[config.mk]
export PLATFORM = sky130hd
export DESIGN_NAME = reset_sequencer_flat
export DESIGN_NICKNAME = d
export VERILOG_FILES = /design/src/rtl/reset_sequencer_if.sv /design/src/rtl/reset_sequencer.sv /design/src/flat_wrapper.sv
export SDC_FILE = /design/constraint.sdc
export NUM_CORES = 1
export LEC_CHECK = 0
export BUFFER_PORTS_ARGS = -buffer_cell sky130_fd_sc_hd__buf_2
export CAP_MARGIN = 20
export CORE_MARGIN = 5
export CORE_UTILIZATION = 35
export CTS_BUF_LIST = sky130_fd_sc_hd__clkbuf_4
export DETAILED_ROUTE_END_ITERATION = 16
export PLACE_DENSITY = 0.54
export SYNTH_ARGS = -nofsm -noshare
export SYNTH_HDL_FRONTEND = slang
export SYNTH_SLANG_ARGS = --single-unit
export TNS_END_PERCENT = 50
[constraint.sdc]
create_clock -name clk_i -period 0.8 [get_ports clk_i]
set_input_delay 0.16 -clock clk_i [delete_from_list [all_inputs] [get_ports clk_i]]
set_output_delay 0.16 -clock clk_i [all_outputs]
set_load 0.05 [all_outputs]
[src/rtl/reset_sequencer_if.sv]
// Reset sequencer request/status bundle: button and software request in, staged domain resets and status out.
// The sequencer drives through the slave modport; the surrounding logic or bench uses master.
interface reset_sequencer_if #(
   parameter int N_DOMAINS = 4
) ();
   logic                 button_n;
   logic                 sw_req;
   logic                 sw_ack;
   logic [N_DOMAINS-1:0] domain_reset_n;
   logic                 ready;
   logic [1:0]           cause;

   modport master (
      output button_n, sw_req,
      input  sw_ack, domain_reset_n, ready, cause
   );

   modport slave (
      input  button_n, sw_req,
      output sw_ack, domain_reset_n, ready, cause
   );
endinterface

[src/rtl/reset_sequencer.sv]
// Staged reset release: domains come out of reset one per STAGE_CYCLES after a one-stage hold; all outputs registered.
// Optional button debouncer is built only when RESET_SEQ_DEBOUNCE_EN is defined.
module reset_sequencer #(
   parameter int N_DOMAINS       = 4,
   parameter int STAGE_CYCLES    = 16,
   parameter int DEBOUNCE_CYCLES = 1024
) (
   input  logic               clk_i,
   input  logic               rst_n_i,
   reset_sequencer_if.slave   bus
);
   localparam int CNT_W = $clog2(STAGE_CYCLES);
   localparam int IDX_W = (N_DOMAINS > 1) ? $clog2(N_DOMAINS) : 1;
   localparam logic [CNT_W-1:0] CNT_LAST = CNT_W'(STAGE_CYCLES - 1);
   localparam logic [IDX_W-1:0] IDX_LAST = IDX_W'(N_DOMAINS - 1);

   typedef enum logic [1:0] {S_HOLD, S_RELEASE, S_RUN} state_t;

   logic [1:0] rst_sync_q;
   logic       rst_int_n;
   logic [1:0] btn_sync_q;
   logic       btn_n;

   always_ff @(posedge clk_i or negedge rst_n_i) begin
      if (!rst_n_i) rst_sync_q <= 2'b00;
      else          rst_sync_q <= {rst_sync_q[0], 1'b1};
   end
   assign rst_int_n = rst_sync_q[1];

   always_ff @(posedge clk_i or negedge rst_int_n) begin
      if (!rst_int_n) btn_sync_q <= 2'b11;
      else            btn_sync_q <= {btn_sync_q[0], bus.button_n};
   end

`ifdef RESET_SEQ_DEBOUNCE_EN
   localparam int DB_W = (DEBOUNCE_CYCLES > 1) ? $clog2(DEBOUNCE_CYCLES) : 1;
   logic [DB_W-1:0] db_cnt_q;
   logic            btn_n_q;

   // Counts consecutive cycles the synchronized level disagrees with the debounced one.
   always_ff @(posedge clk_i or negedge rst_int_n) begin
      if (!rst_int_n) begin
         db_cnt_q <= '0;
         btn_n_q  <= 1'b1;
      end else if (btn_sync_q[1] == btn_n_q) begin
         db_cnt_q <= '0;
      end else if (db_cnt_q == DB_W'(DEBOUNCE_CYCLES - 1)) begin
         db_cnt_q <= '0;
         btn_n_q  <= btn_sync_q[1];
      end else begin
         db_cnt_q <= db_cnt_q + DB_W'(1);
      end
   end
   assign btn_n = btn_n_q;
`else
   assign btn_n = btn_sync_q[1];
`endif

   state_t               state_q, state_d;
   logic [CNT_W-1:0]     cnt_q, cnt_d;
   logic [IDX_W-1:0]     idx_q, idx_d;
   logic [N_DOMAINS-1:0] dom_q, dom_d;
   logic                 ready_q, ready_d;
   logic [1:0]           cause_q, cause_d;
   logic                 sw_ack_q, sw_ack_d;

   always_ff @(posedge clk_i or negedge rst_int_n) begin
      if (!rst_int_n) begin
         state_q  <= S_HOLD;
         cnt_q    <= '0;
         idx_q    <= '0;
         dom_q    <= '0;
         ready_q  <= 1'b0;
         cause_q  <= 2'b00;
         sw_ack_q <= 1'b0;
      end else begin
         state_q  <= state_d;
         cnt_q    <= cnt_d;
         idx_q    <= idx_d;
         dom_q    <= dom_d;
         ready_q  <= ready_d;
         cause_q  <= cause_d;
         sw_ack_q <= sw_ack_d;
      end
   end

   always_comb begin
      state_d  = state_q;
      cnt_d    = cnt_q;
      idx_d    = idx_q;
      dom_d    = dom_q;
      ready_d  = ready_q;
      cause_d  = cause_q;
      sw_ack_d = 1'b0;
      case (state_q)
         S_HOLD: begin
            dom_d   = '0;
            ready_d = 1'b0;
            if (!btn_n) begin
               cnt_d = '0;
            end else if (cnt_q == CNT_LAST) begin
               cnt_d   = '0;
               idx_d   = '0;
               state_d = S_RELEASE;
            end else begin
               cnt_d = cnt_q + CNT_W'(1);
            end
         end
         S_RELEASE: begin
            if (!btn_n) begin
               state_d = S_HOLD;
               dom_d   = '0;
               ready_d = 1'b0;
               cause_d = 2'b01;
               cnt_d   = '0;
               idx_d   = '0;
            end else if (cnt_q == CNT_LAST) begin
               cnt_d        = '0;
               dom_d[idx_q] = 1'b1;
               if (idx_q == IDX_LAST) begin
                  ready_d = 1'b1;
                  idx_d   = '0;
                  state_d = S_RUN;
               end else begin
                  idx_d = idx_q + IDX_W'(1);
               end
            end else begin
               cnt_d = cnt_q + CNT_W'(1);
            end
         end
         S_RUN: begin
            // Button wins the cause code, but a concurrent software request is still acknowledged.
            if (!btn_n || bus.sw_req) begin
               state_d  = S_HOLD;
               dom_d    = '0;
               ready_d  = 1'b0;
               cnt_d    = '0;
               idx_d    = '0;
               cause_d  = (!btn_n) ? 2'b01 : 2'b10;
               sw_ack_d = bus.sw_req;
            end
         end
         default: state_d = S_HOLD;
      endcase
   end

   assign bus.domain_reset_n = dom_q;
   assign bus.ready          = ready_q;
   assign bus.cause          = cause_q;
   assign bus.sw_ack         = sw_ack_q;
endmodule

[src/flat_wrapper.sv]
// flat-port wrapper written by rule: the top's interface ports become plain ports
module reset_sequencer_flat 
#(
   parameter int N_DOMAINS       = 4,
   parameter int STAGE_CYCLES    = 16,
   parameter int DEBOUNCE_CYCLES = 1024
)
  (clk_i, rst_n_i, bus_button_n, bus_sw_req, bus_sw_ack, bus_domain_reset_n, bus_ready, bus_cause);
  reset_sequencer_if #(.N_DOMAINS(N_DOMAINS)) bus_i ();
  input  logic clk_i;
  input  logic rst_n_i;
  input wire logic [$bits(bus_i.button_n)-1:0] bus_button_n;
  input wire logic [$bits(bus_i.sw_req)-1:0] bus_sw_req;
  output wire logic [$bits(bus_i.sw_ack)-1:0] bus_sw_ack;
  output wire logic [$bits(bus_i.domain_reset_n)-1:0] bus_domain_reset_n;
  output wire logic [$bits(bus_i.ready)-1:0] bus_ready;
  output wire logic [$bits(bus_i.cause)-1:0] bus_cause;
  assign bus_i.button_n = bus_button_n;
  assign bus_i.sw_req = bus_sw_req;
  assign bus_sw_ack = bus_i.sw_ack;
  assign bus_domain_reset_n = bus_i.domain_reset_n;
  assign bus_ready = bus_i.ready;
  assign bus_cause = bus_i.cause;
  reset_sequencer #(.N_DOMAINS(N_DOMAINS), .STAGE_CYCLES(STAGE_CYCLES), .DEBOUNCE_CYCLES(DEBOUNCE_CYCLES)) u_core (.clk_i(clk_i), .rst_n_i(rst_n_i), .bus(bus_i));
endmodule
==> results of run 1 <==
## layer usage
metal	vias to the layer above	part of all wire (%)	GRT usage, %
met5	-	0	0
met4	0	0.79	5.71
met1	423	45	15.9
li1	430	-	-
met2	12	51	21.2
met3	2	3.2	3.02
## area by class of cell
cell class / instances / area (µm²)
Sequential cell: 20 / 505
Timing Repair Buffer: 45 / 399
Clock buffer: 3 / 22.5
Clock inverter: 1 / 30.0
Tap cell: 31 / 38.8
Fill cell: 237 / 1160
Inverter: 6 / 22.5
Multi-Input combinational cell: 62 / 581
## through the flow
stage | power (µW) | TNS (ns) | std cells
floorplan | 1180 | -4.77 | 93
global placement | 1280 | -5.39 | 156
detailed placement | 1280 | -5.70 | 156
CTS | 2160 | -8.14 | 165
global route | 2260 | -9.07 | 168
finish | 2170 | -7.66 | 168
## logic make-up (layout without fill, tap and decap cells)
group | count (synthesis) | after routing | synth area share [%]
mux | 3 | 3 | 2.98
simple gates | 18 | 18 | 12.2
compound gates | 34 | 34 | 22.3
xor+xnor | 1 | 1 | 0.869
flops | 20 | 20 | 49.9
buf+inv | 11 | 55 | 5.21
fa+ha+maj | 5 | 5 | 6.20
other cells | 1 | 1 | 0.372
## cells in the mapped netlist (all sizes together)
cell type / number
buf: 4
a22oi: 1
xnor2: 1
and2b: 1
dfrtp: 18
a22o: 1
a21boi: 1
a32o: 1
dfstp: 2
conb: 1
nor3: 2
a21oi: 1
mux2i: 3
a31oi: 2
clkbuf: 1
o31ai: 5
nand4: 2
ha: 5
and3b: 2
nand2: 5
o21a: 3
a41oi: 2
nand3: 2
o21ai: 13
nor2b: 2
inv: 6
o211ai: 3
o2111ai: 1
and3: 2
## repair_timing
action,CTS,global route
pin swaps,14,8
endpoints found under the hold margin,3,0
setup endpoints to repair,24,24
hold buffers,2,0
gates resized for setup,30,32
buffers inserted,3,3
## final timing paths
check / cells after the start / from / slack, ns / end
worst max-delay path: 4 / u_core.btn_sync_q[1] / -0.43 / u_core.bus.domain_reset_n[1]
worst min-delay path: 0 / u_core.rst_sync_q[1] / 0.13 / u_core.bus.ready
worst max register to register: 4 / u_core.btn_sync_q[1] / -0.43 / u_core.bus.domain_reset_n[1]
worst min register to register: 0 / u_core.rst_sync_q[1] / 0.13 / u_core.bus.ready
max in group asynchronous: 1 / u_core.rst_sync_q[1] / 0.26 / u_core.idx_q[0]
min in group clk_i: 4 / bus_sw_req / 0.37 / u_core.cnt_q[2]
## state kept, by name (all words and copies together) (netlist names)
register                   flops
u_core.idx_q                   2
u_core.cnt_q                   4
u_core.bus.ready               1
u_core.bus.cause               2
u_core.rst_sync_q              2
u_core.bus.sw_ack              1
u_core.btn_sync_q              2
u_core.bus.domain_reset_n      4
u_core.state_q                 2
## power groups by stage
stage | Sequential, µW | Clock, µW | Combinational, µW
detailed placement | 1100 | 0 | 182
CTS | 1080 | 876 | 201
global placement | 1100 | 0 | 178
global route | 1090 | 937 | 235
floorplan | 1110 | 0 | 73.4
finish | 1080 | 870 | 214
==> impl_metrics.json, run 1 <==
{
  "outcome": "finished, violations left",
  "violations": "negative setup slack",
  "io_pins": 12,
  "grt_max_degree": 13,
  "crit_family": "flip-flops",
  "grt_pass1_wl_um": 4100,
  "clock_tree.buffer_depth": 2,
  "clock_sinks": 20,
  "die_h_um": 63.7,
  "p_int_uw": 1680,
  "worstSetupPathType": "register to register",
  "final.min_clock_period_ns": 1.23,
  "p_leak_uw": 0.000708,
  "cts_made_buffers": 3,
  "synthesis.nets": 102,
  "antenna_left": 0,
  "yosys_warnings": 0,
  "layout_commonest_cell": "buf_4",
  "syn_area_mm2": 0.00101,
  "fin_nets": 147,
  "avgViaCountPerCell": 5.16,
  "synthCells": 93,
  "p_sw_share_pct": 22.6,
  "slew_viol_final": 0,
  "synth_top_cell_by_area": "dfrtp_1",
  "ir_worst_vdd_v": 0.00140,
  "yosysTopAreaCellShare_pct": 44.7,
  "wire_per_inst_um": 15.1,
  "dr.pass1.iters": 4,
  "cp_num_buf_inv": 1,
  "cts_tree": "built",
  "syn2layout_area_growth_pct": 58.6,
  "initial_core_util_pct": 36.6,
  "ys_seq_area_share_pct": 49.9,
  "diodes": 0,
  "clkSlewWorstSetupHoldPaths_ns": 0.13,
  "dieArea_mm2": 0.00406,
  "fin_crit_sh_pct": 154,
  "power_density_mw_per_mm2": 1350,
  "rows": 19,
  "worstPathCellList": "and3b_2, buf_4, o21ai_0, o31ai_1",
  "p_clk_share_pct": 40.2,
  "vias": 867,
  "cp-end-kind": "register",
  "timing.hold.ws_ns": 0.131,
  "fin_skew_ns": 0.000847,
  "hp-class": "register to async pin",
  "place_congestion": 0.793,
  "drt-initial-drc-count": 11,
  "grt.total_usage_pct": 12.9,
  "dp_slack_ns": -0.503,
  "hold_violations": 0,
  "insertion_delay_ns": 0.31,
  "placed_area_mm2": 0.00130,
  "drv_cap": 0,
  "htree_levels": 1,
  "setup_slack_ns": -0.432,
  "ys_types": 33,
  "worst-endpoint-required_ns": 1.03,
  "fmax_ghz": 0.812,
  "layout_common_cells": "23 x buf_4, 17 x buf_6, 16 x dfrtp_1",
  "synth_area_leaders": "dfrtp_1 45%, ha_1 6.2%, o21ai_0 6.0%",
  "max_stage_delay_ns": 0.60,
  "layout-drive-gt1-share_pct": 55.5,
  "final_core_util_pct": 58.0,
  "grt_overflow_total": 0,
  "first_global_vias": 905,
  "die_w_um": 63.7,
  "cp-start-kind": "register",
  "setup_violations": 24,
  "clock-root-buffer": "clkbuf_4",
  "core_mm2": 0.00276,
  "rsz0062_at_grt": "true",
  "crit_slowest_cell": "dfstp_2",
  "combinationalPowerShare_pct": 9.9,
  "worstPathArrival_ns": 1.46,
  "p_switching_uw": 490,
  "drc": 0,
  "path_max_fanout": 6,
  "design_area_mm2": 0.00160,
  "syn-mean-instance-area_um2": 10.8,
  "wl_um": 2530,
  "io_buffers": 11,
  "post-dp-hpwl_um": 1740,
  "antenna_found_initial": 0,
  "synth_seq_cells": 20,
  "seq_power_share_pct": 50.0
}
(Power assumes the default switching activity.)
==> inputs of run 2 (changes only) <==
--- a/config.mk
+++ b/config.mk
@@ -11,7 +11,7 @@
 export CORE_UTILIZATION = 35
 export CTS_BUF_LIST = sky130_fd_sc_hd__clkbuf_4
 export DETAILED_ROUTE_END_ITERATION = 16
-export PLACE_DENSITY = 0.54
+export PLACE_DENSITY = 0.53
 export SYNTH_ARGS = -nofsm -noshare
 export SYNTH_HDL_FRONTEND = slang
 export SYNTH_SLANG_ARGS = --single-unit
==> impl_metrics.json, run 2 (synthesis results as in run 1) <==
{
  "antenna_found_initial": 0,
  "drv_cap": 0,
  "cts_tree": "built",
  "initial_core_util_pct": 36.6,
  "outcome": "finished, violations left",
  "p_switching_uw": 440,
  "power_density_mw_per_mm2": 1150,
  "place_congestion": 0.765,
  "cp-end-kind": "register",
  "clock_tree.buffer_depth": 2,
  "max_stage_delay_ns": 0.58,
  "die_w_um": 63.7,
  "fmax_ghz": 0.807,
  "cp_num_buf_inv": 1,
  "first_global_vias": 863,
  "worst-endpoint-required_ns": 0.98,
  "drt-initial-drc-count": 30,
  "final.min_clock_period_ns": 1.24,
  "layout_common_cells": "26 x buf_4, 17 x dfrtp_1, 13 x buf_6",
  "grt.total_usage_pct": 12.2,
  "diodes": 0,
  "slew_viol_final": 0,
  "worst-path-stages": 4,
  "avgViaCountPerCell": 5.15,
  "htree_levels": 1,
  "insertion_delay_ns": 0.30,
  "p_leak_uw": 0.000723,
  "fin_skew_ns": 0.0103,
  "clock-root-buffer": "clkbuf_4",
  "total_power_uw": 1870,
  "tns_ns": -7.83,
  "grt_overflow_total": 0,
  "drc": 0,
  "layout_commonest_cell": "buf_4",
  "clock_sinks": 20,
  "hold_violations": 0,
  "die_h_um": 63.7,
  "ir_worst_vdd_v": 0.000940,
  "cp-start-kind": "register",
  "combinationalPowerShare_pct": 13.6,
  "fin_nets": 149,
  "core_mm2": 0.00276,
  "grt_max_degree": 19,
  "seq_power_share_pct": 57.7,
  "worstPathCellList": "buf_6, nor2b_4, o21a_4, o31ai_4",
  "setup_slack_ns": -0.439,
  "rr_worst_depth": 4,
  "p_int_uw": 1420,
  "fin_crit_sh_pct": 155,
  "cts_made_buffers": 3,
  "antenna_left": 0,
  "rsz0062_at_grt": "true",
  "p_sw_share_pct": 23.6,
  "wire_per_inst_um": 13.9,
  "clkSlewWorstSetupHoldPaths_ns": 0.10,
  "dr.pass1.iters": 4,
  "grt_pass1_wl_um": 3930,
  "vias": 875,
  "crit_slowest_cell": "dfstp_2",
  "syn2layout_area_growth_pct": 61.0,
  "setup_violations": 24,
  "final_core_util_pct": 58.9,
  "worstPathArrival_ns": 1.42,
  "layout-drive-gt1-share_pct": 58.3,
  "hp-class": "input port to async pin",
  "p_clk_share_pct": 28.7,
  "path_max_fanout": 5,
  "io_pins": 12,
  "crit_family": "flip-flops",
  "post-dp-hpwl_um": 1670,
  "worstSetupPathType": "register to register",
  "io_buffers": 11,
  "wl_um": 2360,
  "dieArea_mm2": 0.00406,
  "rows": 19,
  "violations": "negative setup slack"
}
run 2: cell count changes in the layout (fill, tap and decap cells not counted), moves of 2 or more:
cell,change
o21ai_2,+5
buf_6,-4
buf_4,+3
o21ai_1,-3
buf_12,+2
o31ai_1,-2
o31ai_4,+2
run 2: area by class of cell:
| cell class | instances | area [µm²] |
|---|---|---|
| Multi-Input combinational cell | 63 | 612 |
| Fill cell | 234 | 1130 |
| Sequential cell | 20 | 504 |
| Timing Repair Buffer | 46 | 417 |
| Clock buffer | 4 | 30.0 |
| Tap cell | 31 | 38.8 |
| Inverter | 6 | 22.5 |
run 2: layer usage:
metal | GRT usage [%] | share of wire [%]
met5 | 0 | 0
met4 | 6.23 | 2.0
met3 | 2.31 | 2.5
met2 | 20.6 | 49
met1 | 14.5 | 46
run 2: worst paths after layout:
check | end | slack (ns) | start
max in group asynchronous | u_core.btn_sync_q[1] | 0.38 | u_core.rst_sync_q[1]
worst min-delay path | u_core.rst_sync_q[0] | 0.18 | rst_n_i
worst max register to register | u_core.bus.domain_reset_n[3] | -0.44 | u_core.btn_sync_q[1]
worst min register to register | u_core.bus.ready | 0.20 | u_core.rst_sync_q[1]
worst max-delay path | u_core.bus.domain_reset_n[3] | -0.44 | u_core.btn_sync_q[1]
min in group clk_i | u_core.state_q[1] | 0.34 | bus_sw_req
run 2: what timing repair did:
item | 4_1_cts | 5_1_grt
cloned | 0 | 1
endpoints found under the hold margin | 3 | 0
pin swaps | 8 | 13
resized for setup | 30 | 28
endpoints found under the setup margin | 24 | 24
buffers inserted | 2 | 7
hold buffers | 2 | 0
run 2: worst reg2reg max path, cell delays in order, from the launching register on:
cell	delay [ns]
dfstp_2	0.58
buf_6	0.11
nor2b_4	0.17
o21a_4	0.20
o31ai_4	0.08
run 2: power groups by stage:
stage / Clock, µW / Sequential (µW) / Combinational (µW)
finish: 536 / 1080 / 254
CTS: 553 / 1080 / 208
floorplan: 0 / 1110 / 73.4
detailed placement: 0 / 1100 / 193
global route: 596 / 1080 / 278
global placement: 0 / 1090 / 186
run 2: stage by stage:
step,instances,setup WS [ns],hold WS (ns),cell area (µm²)
2_1_floorplan,93,-0.418,-0.136,1050
3_5_place_dp,154,-0.527,-0.0535,1300
6_report,170,-0.439,0.176,1620
4_1_cts,162,-0.444,0.151,1450
3_3_place_gp,154,-0.443,-0.0553,1300
5_1_grt,170,-0.491,0.183,1620
==> inputs of run 3 (changes only) <==
--- a/config.mk
+++ b/config.mk
@@ -8,10 +8,10 @@
 export BUFFER_PORTS_ARGS = -buffer_cell sky130_fd_sc_hd__buf_2
 export CAP_MARGIN = 20
 export CORE_MARGIN = 5
-export CORE_UTILIZATION = 35
+export CORE_UTILIZATION = 53
 export CTS_BUF_LIST = sky130_fd_sc_hd__clkbuf_4
 export DETAILED_ROUTE_END_ITERATION = 16
-export PLACE_DENSITY = 0.53
+export PLACE_DENSITY = 0.76
 export SYNTH_ARGS = -nofsm -noshare
 export SYNTH_HDL_FRONTEND = slang
 export SYNTH_SLANG_ARGS = --single-unit
==> impl_metrics.json, run 3 (synthesis results as in run 1) <==
{
  "outcome": "finished, violations left",
  "violations": "negative setup slack",
  "dieArea_mm2": 0.00288,
  "total_power_uw": 1780,
  "wl_um": 3100,
  "die_h_um": 53.6,
  "final_cells": 158,
  "clock_tree.buffer_depth": 2,
  "rsz0062_at_grt": "true",
  "io_pins": 12,
  "layout_common_cells": "20 x buf_4, 16 x buf_6, 16 x dfrtp_1",
  "drv_cap": 0,
  "reg2reg_slack_ns": -0.60,
  "layout_commonest_cell": "buf_4",
  "clkSlewWorstSetupHoldPaths_ns": 0.11,
  "grt.total_usage_pct": 22.1,
  "cts_tree": "built",
  "slew_viol_final": 0,
  "initial_core_util_pct": 57.2,
  "syn2layout_area_growth_pct": 53.6,
  "fin_skew_ns": 0.00816,
  "avgViaCountPerCell": 6.07,
  "diodes": 0,
  "post-dp-hpwl_um": 1800,
  "place_congestion": 0.776,
  "io_buffers": 11,
  "drc": 0,
  "final.min_clock_period_ns": 1.40,
  "worstSetupPathType": "register to register",
  "layout-drive-gt1-share_pct": 55.6,
  "wire_per_inst_um": 19.6,
  "design_area_mm2": 0.00155,
  "timing.rr.start": "u_core.btn_sync_q[1]",
  "htree_levels": 1,
  "drt-initial-drc-count": 22,
  "tns_ns": -8.53,
  "ir_worst_vdd_v": 0.000956,
  "insertion_delay_ns": 0.30,
  "dp.cells": 147,
  "fmax_ghz": 0.714,
  "rr_worst_depth": 4,
  "die_w_um": 53.6,
  "core_mm2": 0.00176,
  "cp-end-kind": "register",
  "p_leak_uw": 0.000676,
  "rows": 15,
  "placed_area_mm2": 0.00128,
  "vias": 959,
  "setup_violations": 24,
  "setup_slack_ns": -0.601,
  "timing.hold.ws_ns": 0.165,
  "grt_max_degree": 19,
  "antenna_left": 0,
  "clock-root-buffer": "clkbuf_4",
  "crit_path_start": "u_core.btn_sync_q[1]",
  "grt_overflow_total": 0,
  "worstPathArrival_ns": 1.61,
  "dr.pass1.iters": 4,
  "first_global_vias": 967,
  "fin_crit_sh_pct": 175,
  "clock_sinks": 20,
  "cp-start-kind": "register",
  "hp-class": "input port to async pin",
  "fin_nets": 144,
  "antenna_found_initial": 0,
  "cts_made_buffers": 3,
  "path_max_fanout": 6,
  "hold_violations": 0,
  "grt_pass1_wl_um": 4460,
  "worst-endpoint-required_ns": 1.01,
  "power_density_mw_per_mm2": 1150
}
## run 3: changes by cell type in the layout (fill, tap and decap cells not counted), moves of 2 or more
cell and change:
buf_4 -6, buf_6 +3, o21ai_0 +2, o21ai_1 -3
o31ai_1 +2, o31ai_2 -2
## run 3: layout make-up
class	count	area, µm²
clock buffers	3	22.5
fillers	93	215
inverters	6	22.5
multi-input cells	62	582
flip-flops and latches	20	505
well taps	25	31.3
repair buffers	42	385
## run 3: what timing repair did
action | 4_1_cts | 5_1_grt
pin swaps | 13 | 10
setup endpoints to repair | 24 | 24
hold endpoints to repair | 3 | 0
buffers inserted | 5 | 2
hold buffers | 2 | 0
gates resized for setup | 37 | 19
## run 3: worst paths after layout
path / end
worst max-delay path: u_core.bus.ready
min in group clk_i: u_core.rst_sync_q[1]
worst min-delay path: u_core.rst_sync_q[0]
worst min register to register: u_core.bus.domain_reset_n[0]
max in group asynchronous: u_core.btn_sync_q[0]
worst max register to register: u_core.bus.ready
## run 3: routing by layer
metal / vias to the layer above / track usage [%] / part of all wire (%)
met5: - / 0 / 0
met4: 0 / 8.94 / 5.3
met3: 24 / 2.77 / 5.3
met2: 54 / 42.4 / 53
met1: 460 / 24.0 / 37
li1: 421 / - / -
## run 3: report_power, final
| part | total, µW | leakage [µW] | switching (µW) | internal [µW] |
|---|---|---|---|---|
| Clock | 477 | 0.0000138 | 302 | 176 |
| Combinational | 220 | 0.000411 | 98.1 | 122 |
| Sequential | 1080 | 0.000251 | 35.5 | 1040 |
| Total | 1780 | 0.000676 | 435 | 1340 |
## run 3: worst max-delay path: stages, from the launching register on
cell and delay [ns]:
dfstp_2 0.61, and3b_2 0.31, buf_4 0.15, o21ai_0 0.12
o31ai_1 0.10
## run 3: per-stage QoR
stage,utilization (%),worst slack [ns]
final,87.8,-0.601
after global routing,87.8,-0.613
after CTS,82.4,-0.435
after detailed placement,72.6,-0.535
after global placement,72.6,-0.422
after floorplan,-,-0.418
